`config.mk`:
```
export PLATFORM = sky130hd
export DESIGN_NAME = uart_register_block
export DESIGN_NICKNAME = d
export VERILOG_FILES = /design/src/rtl/uart_register_block.sv
export SDC_FILE = /design/constraint.sdc
export NUM_CORES = 1
export LEC_CHECK = 0
export CORE_MARGIN = 2
export CORE_UTILIZATION = 40
export CTS_BUF_LIST = sky130_fd_sc_hd__clkbuf_16
export CTS_CLUSTER_SIZE = 8
export DETAILED_ROUTE_END_ITERATION = 10
export PLACE_DENSITY = 0.72
export RECOVER_POWER = 100
export SYNTH_ARGS = -nofsm -noshare
export SYNTH_HDL_FRONTEND = slang
export SYNTH_SLANG_ARGS = --single-unit
export TNS_END_PERCENT = 50
```
`constraint.sdc`:
```
create_clock -name pclk -period 5 [get_ports pclk]
set_clock_uncertainty 0.2 [all_clocks]
set_input_delay 0.5 -clock pclk [delete_from_list [all_inputs] [get_ports pclk]]
set_output_delay 0.5 -clock pclk [all_outputs]
set_load 0.02 [all_outputs]
```
`src/rtl/uart_register_block.sv`:
```
// UART register file: decodes byte-wide register accesses, holds TX/RX/config/control/status
// registers and sequences start_tx launches against the transmitter's tx_done handshake.
module uart_register_block #(
    parameter int ADDR_W = 5
) (
    input  logic              pclk,
    input  logic              presetn,
    input  logic              reg_wr_en,
    input  logic              reg_rd_en,
    input  logic [ADDR_W-1:0] reg_address_des,
    input  logic [7:0]        data_write_to_reg,
    output logic [7:0]        reg_rd_data,
    output logic              reg_rd_valid,
    output logic              reg_err,
    output logic [7:0]        rx_data_in,
    output logic              tx_done_signal,
    output logic              rx_done_signal,
    output logic              parity_error_signal,
    output logic [7:0]        tx_data,
    output logic              start_tx,
    output logic [1:0]        data_bit_num,
    output logic              stop_bit_num,
    output logic              parity_en,
    output logic              parity_type,
    input  logic              tx_done,
    input  logic              rx_done,
    input  logic [7:0]        rx_data,
    input  logic              parity_error
);

    localparam logic [ADDR_W-1:0] ADDR_TX   = ADDR_W'(5'h00);
    localparam logic [ADDR_W-1:0] ADDR_RX   = ADDR_W'(5'h04);
    localparam logic [ADDR_W-1:0] ADDR_CFG  = ADDR_W'(5'h08);
    localparam logic [ADDR_W-1:0] ADDR_CTRL = ADDR_W'(5'h0C);
    localparam logic [ADDR_W-1:0] ADDR_STT  = ADDR_W'(5'h10);

    typedef enum logic [1:0] {IDLE, PEND, LAUNCH, WAIT} tx_state_t;

    tx_state_t   state;
    logic [7:0]  tx_data_reg;
    logic [7:0]  rx_data_reg;
    logic [4:0]  cfg_reg;
    logic        ctrl_start;
    logic        rx_sticky;
    logic        par_sticky;
    logic        tx_done_q;

    logic        busy;
    logic        hit_tx, hit_rx, hit_cfg, hit_ctrl, hit_stt, hit_any;
    logic        wr_tx, wr_cfg, launch_req;
    logic        wr_err, rd_ok, rd_err, stt_clr;
    logic [7:0]  rd_mux;

    always_comb begin
        busy     = (state != IDLE);
        hit_tx   = (reg_address_des == ADDR_TX);
        hit_rx   = (reg_address_des == ADDR_RX);
        hit_cfg  = (reg_address_des == ADDR_CFG);
        hit_ctrl = (reg_address_des == ADDR_CTRL);
        hit_stt  = (reg_address_des == ADDR_STT);
        hit_any  = hit_tx | hit_rx | hit_cfg | hit_ctrl | hit_stt;

        // Registers feeding the TX core are frozen while a launch is in flight.
        wr_tx      = reg_wr_en && hit_tx && !busy;
        wr_cfg     = reg_wr_en && hit_cfg && !busy;
        launch_req = reg_wr_en && hit_ctrl && data_write_to_reg[0] && !busy;
        wr_err     = reg_wr_en && (((hit_tx || hit_cfg) && busy)
                                   || (hit_ctrl && data_write_to_reg[0] && busy)
                                   || !(hit_tx || hit_cfg || hit_ctrl));

        rd_ok   = reg_rd_en && !reg_wr_en;
        rd_err  = rd_ok && !hit_any;
        stt_clr = rd_ok && hit_stt;

        rd_mux = 8'h00;
        if (hit_tx)   rd_mux = tx_data_reg;
        if (hit_rx)   rd_mux = rx_data_reg;
        if (hit_cfg)  rd_mux = {3'b000, cfg_reg};
        if (hit_ctrl) rd_mux = {7'b0000000, ctrl_start};
        if (hit_stt)  rd_mux = {5'b00000, par_sticky, rx_sticky, tx_done_q};
    end

    always_ff @(posedge pclk or negedge presetn) begin
        if (!presetn) begin
            state        <= IDLE;
            tx_data_reg  <= 8'h00;
            rx_data_reg  <= 8'h00;
            cfg_reg      <= 5'b00011;
            ctrl_start   <= 1'b0;
            rx_sticky    <= 1'b0;
            par_sticky   <= 1'b0;
            tx_done_q    <= 1'b0;
            start_tx     <= 1'b0;
            reg_rd_data  <= 8'h00;
            reg_rd_valid <= 1'b0;
            reg_err      <= 1'b0;
        end else begin
            if (wr_tx)  tx_data_reg <= data_write_to_reg;
            if (wr_cfg) cfg_reg     <= data_write_to_reg[4:0];
            if (rx_done) rx_data_reg <= rx_data;

            // A new event in the clearing cycle must not be lost, so set wins.
            rx_sticky  <= rx_done      || (rx_sticky  && !stt_clr);
            par_sticky <= parity_error || (par_sticky && !stt_clr);
            tx_done_q  <= tx_done;

            reg_err      <= wr_err || rd_err || (reg_wr_en && reg_rd_en);
            reg_rd_valid <= rd_ok;
            if (rd_ok) reg_rd_data <= rd_mux;

            start_tx <= 1'b0;
            case (state)
                IDLE: if (launch_req) begin
                    ctrl_start <= 1'b1;
                    state      <= PEND;
                end
                PEND: if (tx_done) begin
                    start_tx <= 1'b1;
                    state    <= LAUNCH;
                end
                LAUNCH: begin
                    ctrl_start <= 1'b0;
                    state      <= WAIT;
                end
                WAIT: if (!tx_done) state <= IDLE;
                default: state <= IDLE;
            endcase
        end
    end

    assign rx_data_in          = rx_data_reg;
    assign tx_done_signal      = tx_done_q;
    assign rx_done_signal      = rx_sticky;
    assign parity_error_signal = par_sticky;
    assign tx_data             = tx_data_reg;
    assign data_bit_num        = cfg_reg[1:0];
    assign stop_bit_num        = cfg_reg[2];
    assign parity_en           = cfg_reg[3];
    assign parity_type         = cfg_reg[4];

endmodule

```
==> results of run 1 <==
==> how the worst max path moves through the flow <==
stage,slack [ns],endpoint,cells after the start
finish,2.31,tx_data[4],5
global route,2.23,tx_data[0],5
CTS,2.47,tx_data[4],5
detailed placement,2.17,tx_data[7],5
global placement,2.24,tx_data[4],5
floorplan,3.21,cfg_reg[2],6
==> logic make-up (layout without fill, tap and decap cells) <==
family / Yosys count / after routing / synth area share (%)
flops: 38 / 38 / 52.6
mux: 34 / 34 / 21.5
simple gates: 31 / 31 / 9.31
compound gates: 24 / 24 / 8.97
buf+inv: 14 / 77 / 4.21
fa+ha+maj: 5 / 5 / 3.45
==> cells in the final DEF, fill, tap and decap left out, types with 2 or more instances in the layout <==
cell	n
nand4_1	3
mux2_4	2
ha_1	5
mux2_1	3
a21oi_1	2
clkbuf_16	5
nor2_1	5
a221o_1	2
mux2i_1	12
dfrtp_1	36
nand2_1	11
dfstp_2	2
o21ai_0	12
and2_1	2
a21o_1	2
nor3_1	2
mux2_2	17
clkdlybuf4s50_1	22
inv_1	9
a22o_1	2
dlygate4sd3_1	39
==> critical path: cells and delay by family <==
kind,cells,cell delay [ns]
buf+inv,1,0.85
mux,1,0.41
simple gates,3,0.90
==> report_power, final <==
part | internal, mW | switching (mW)
combinational | 0.141 | 0.139
sequential | 0.360 | 0.0385
clock | 0.231 | 0.114
==> final cells by class <==
cell class                 instances  area [µm²]  area share (%)
sequential                        38         953            37.0
multi-input combinational         94         756            29.3
tap                               52        65.1            2.52
inverter                           7        26.3            1.02
timing repair buffer              62         614            23.8
clock buffer                       5         125            4.85
clock inverter                     3        37.5            1.46
==> stage by stage <==
| stage | setup slack (ns) | hold slack, ns | cell area, µm² | cells |
|---|---|---|---|---|
| 4_1_cts | 2.47 | 0.156 | 2610 | 261 |
| 2_1_floorplan | 3.21 | 0.00441 | 1810 | 146 |
| 3_3_place_gp | 2.24 | 0.274 | 2440 | 253 |
| 5_1_grt | 2.23 | 0.335 | 2580 | 261 |
| 6_report | 2.31 | 0.296 | 2580 | 261 |
| 3_5_place_dp | 2.17 | 0.293 | 2440 | 253 |
==> routing by layer <==
metal	global-route usage [%]	part of all wire, %	vias to the layer above
met3	6.05	6.4	6
met5	0	0	-
li1	-	-	635
met2	29.1	48	52
met4	4.40	1.2	0
met1	24.1	44	692
==> metrics.txt, run 1 <==
status=complete, but fails checks; failing checks=max-capacitance violations, max-slew violations; sequential share of the synthesized area=between 50% and 60%; EDFF count, synth=0; Min-Delay Path Class=flip-flop to flip-flop; drt initial violations=between 80 and 90; Die Wd=around 70 µm; destination of the worst hold path=reg_rd_data[5]; Critical Path AT=around 2.7 ns; nets=241; count of cell types in the netlist=34; Synth Instances=around 150; Fillers=about 350; TritonCTS clock tree=yes; Peak VDD IR=0.228 mV; Top-Level Pins=63; crit-path max cell delay=0.85 ns; number of global-route vias before repair=around 1,400; Worst Hold Depth=2; Mean Syn Cell Area=between 10 and 15 µm²; Power Density=approximately 400 mW/mm²; total chip power=roughly 1 mW; Setup crit start kind=input port; Final Hold Viols=0; Sink Count=38; 1st-pass router iterations=4; cell area after synthesis=around 0.0018 mm²; final number of max-transition violations=39; layout cell share with drive strength beyond 1=approximately 15%; reg-to-reg startpoint=state[0]; DPL Wire Length=between 3000 and 4000 µm; Rel. slew slack=-32.3%; CTS H-tree lvls=2; RR Endpoint=tx_data[4]; # diodes=0; worst path required time=between 4 and 5 ns; post-route minimum period=between 2 and 3 ns; f_max=around 0.37 GHz; Synth Register Bits=38; depth of the most critical reg-to-reg path=5; CTS Buf Count=5; worst hold start=reg_rd_data[5]; slowest stage cell on the critical path=dlygate4sd3_1; GRT Total Usage=between 10% and 20%; DRC Markers=0; via-per-instance ratio=5.31; FP Rows=24; gr ovfl total=0; final setup TNS=0 ns; first-pass GRT wire length=~7200 µm; Final Util=59.2%; Die ar.=0.00509 mm²; number of max-cap violations=1; clk_lat worst skew=~0.28 ns; Reg clk slew, reported paths=approximately 0.050 ns; synth cell count leaders=36 x dfrtp_1, 16 x mux2_2, 12 x mux2i_1, 11 x nand2_1, 11 x o21ai_0; FFs w/ async S/R, synth=between 90% and 100%; highest net fanout along the worst path=17; crit-path cells=dlygate4sd3_1, nor2_1, nand4_1, nor2_1, mux2_2; chip height=around 71 µm; initial antenna violation count=0; Synth warnings=0; final WL=4280 µm; Syn Nets=between 150 and 200; kind of critical path=input port to flip-flop; gpl congestion=roughly 0.78; Final ANT Viol Nets=0; Critical Path Most Common Cell=nor2_1; CORE AREA=0.00435 mm²; fin crit share=between 50% and 60%; Pleak=roughly 1.2 nW; largest net degree at the start of global routing=39; post-cts resize count=0; Main synth FF type=dfrtp_1; # hold bufs at CTS=0; r2r setup slk=about 2.9 ns; Yosys top cell area share=between 40 and 50%; Worst setup EP type=flip-flop; Root Driver=clkbuf_16; routed len/inst=around 16 µm; IO buf count=just over 60; Post-CTS Setup Bufs=0; RSZ-0062 raised after global routing=false; post-synth top area cell=dfrtp_1; Worst-Margin Slew=1.98 ns; maximum clock path buffer count=2; setup violators final=0; Area contributors post-synth=dfrtp_1 50%, mux2_2 9.9%, mux2i_1 6.6%; vias=approximately 1,400; area delta synth->final=42.1%; CP Launch Point=reg_address_des[2]; most frequent cell after synthesis=dfrtp_1; Initial Util=41.7%
(Power assumes the default switching activity.)
==> run 2: changes to the inputs <==
==> constraint.sdc (replaced) <==
create_clock -name pclk -period 2.7 [get_ports pclk]
set_clock_uncertainty 0.2 [all_clocks]
set_input_delay 0.27 -clock pclk [delete_from_list [all_inputs] [get_ports pclk]]
set_output_delay 0.27 -clock pclk [all_outputs]
set_load 0.02 [all_outputs]
==> metrics.txt, run 2 (synthesis gave the netlist of run 1 again) <==
status=complete, no violations; crit-path cells=dlygate4sd3_1, nand2b_1, clkbuf_1, a211oi_1, a221o_1; nets=between 200 and 250; slowest stage cell on the critical path=dlygate4sd3_1; Power Density=about 700 mW/mm²; Die ar.=slightly above 0.005 mm²; crit-path max cell delay=0.59 ns; routed len/inst=between 15 and 20 µm; fin crit share=between 70% and 80%; Die Wd=about 71 µm; final setup TNS=0 ns; Crit path max-delay family=buffers and inverters; Rel. slew slack=~36%; Top-Level Pins=63; total chip power=roughly 1.8 mW; via-per-instance ratio=5.21; dpl cells=255; kind of critical path=input port to flip-flop; Setup crit start kind=input port; vias=approximately 1,400; DRC Markers=0; crit path buf inv count=2; Min-Delay Path Class=flip-flop to flip-flop; routed wl met3=255 µm; worst path required time=2.72 ns; Initial Util=41.7%; setup violators final=0; DR top layer=met4; final number of max-transition violations=0; WL met1=approximately 2000 µm; final WL=between 4000 and 5000 µm; Hold Worst Slack=approximately 0.28 ns; first-pass GRT wire length=7220 µm; number of max-cap violations=0; Critical Path AT=about 2.1 ns; commonest non-fill, non-tap cells in the layout=40 x dlygate4sd3_1, 36 x dfrtp_1, 22 x clkdlybuf4s50_1, 16 x mux2_2; RSZ-0062 raised after global routing=false; GRT Total Usage=18.6%; post-route minimum period=between 2 and 2.5 ns; maximum clock path buffer count=2; Worst setup EP type=flip-flop; # diodes=0; FP Rows=24; drt initial violations=95; Sink Count=38; layout cell share with drive strength beyond 1=around 15%; Final Hold Viols=0; CTS H-tree lvls=2; f_max=~0.47 GHz; area delta synth->final=41.7%; metal2 WL=2150 µm; DPL Wire Length=roughly 3300 µm; CTS Buf Count=5; largest net degree at the start of global routing=39; Fillers=~350; 1st-pass router iterations=4; Peak VDD IR=around 0.40 mV; Worst-Margin Slew=approximately 0.95 ns; IO buf count=62; number of global-route vias before repair=1,421; Pleak=around 1.2 nW; gpl congestion=~0.76; Post-CTS Setup Bufs=0; Final ANT Viol Nets=0; Reg clk slew, reported paths=roughly 0.060 ns; gr ovfl total=0; Root Driver=clkbuf_16; chip height=approximately 71 µm; highest net fanout along the worst path=11; TritonCTS clock tree=yes; commonest non-fill, non-tap cell in the layout=dlygate4sd3_1; CORE AREA=0.00435 mm²; fin cells=~260; initial antenna violation count=0; clk_lat worst skew=0.28 ns
run 2: routing by layer:
metal | track usage (%) | up-vias
li1 | - | 645
met1 | 24.5 | 672
met2 | 29.8 | 52
met3 | 4.78 | 6
met4 | 6.71 | 0
met5 | 0 | -
run 2: cell type report:
| class | instances | area, µm² | share of cell area (%) |
|---|---|---|---|
| clock buffers | 5 | 125 | 4.87 |
| clock inverters | 3 | 12.5 | 0.487 |
| inverters | 7 | 26.3 | 1.02 |
| multi-input cells | 94 | 751 | 29.2 |
| flip-flops and latches | 38 | 953 | 37.1 |
| well taps | 52 | 65.1 | 2.53 |
| repair buffers | 65 | 637 | 24.8 |
run 2: path summary, 6_finish.rpt:
kind | cells after the start | slack, ns | start | to
max in group asynchronous | 2 | 1.24 | presetn | rx_data_in[5]
min | 2 | 0.28 | reg_rd_data[7] | reg_rd_data[7]
min in group asynchronous | 2 | 0.47 | presetn | rx_data_in[1]
max | 5 | 0.58 | reg_wr_en | reg_rd_data[1]
min reg2reg | 2 | 0.28 | reg_rd_data[7] | reg_rd_data[7]
max reg2reg | 5 | 0.63 | state[0] | tx_data[0]
run 2: repair_timing:
action	in CTS	in global routing
resized for setup	0	0
setup endpoints to repair	0	0
hold buffers	1	0
hold endpoints to repair	36	0
run 2: where the power goes:
| group | internal, mW | leakage [nW] | total (mW) | switching (mW) |
|---|---|---|---|---|
| Clock | 0.333 | 0.0724 | 0.548 | 0.215 |
| Combinational | 0.263 | 0.647 | 0.527 | 0.264 |
| Sequential | 0.666 | 0.478 | 0.732 | 0.0667 |
| Total | 1.26 | 1.20 | 1.81 | 0.546 |
run 2: per-stage QoR:
stage / util [%] / setup slack [ns] / area, µm²
after floorplan: - / 0.988 / 1810
after global routing: 59.0 / 0.440 / 2570
after CTS: 59.9 / 0.760 / 2610
final: 59.0 / 0.577 / 2570
after global placement: 56.5 / 0.520 / 2460
after detailed placement: 56.5 / 0.463 / 2460
run 2: worst register-to-register path, delay by kind of cell, from the launching register on:
| kind | cells | cell delay [ns] |
|---|---|---|
| fa+ha+maj | 1 | 0.19 |
| mux | 1 | 0.41 |
| buf+inv | 1 | 0.12 |
| simple gates | 2 | 0.63 |
| flops | 1 | 0.39 |
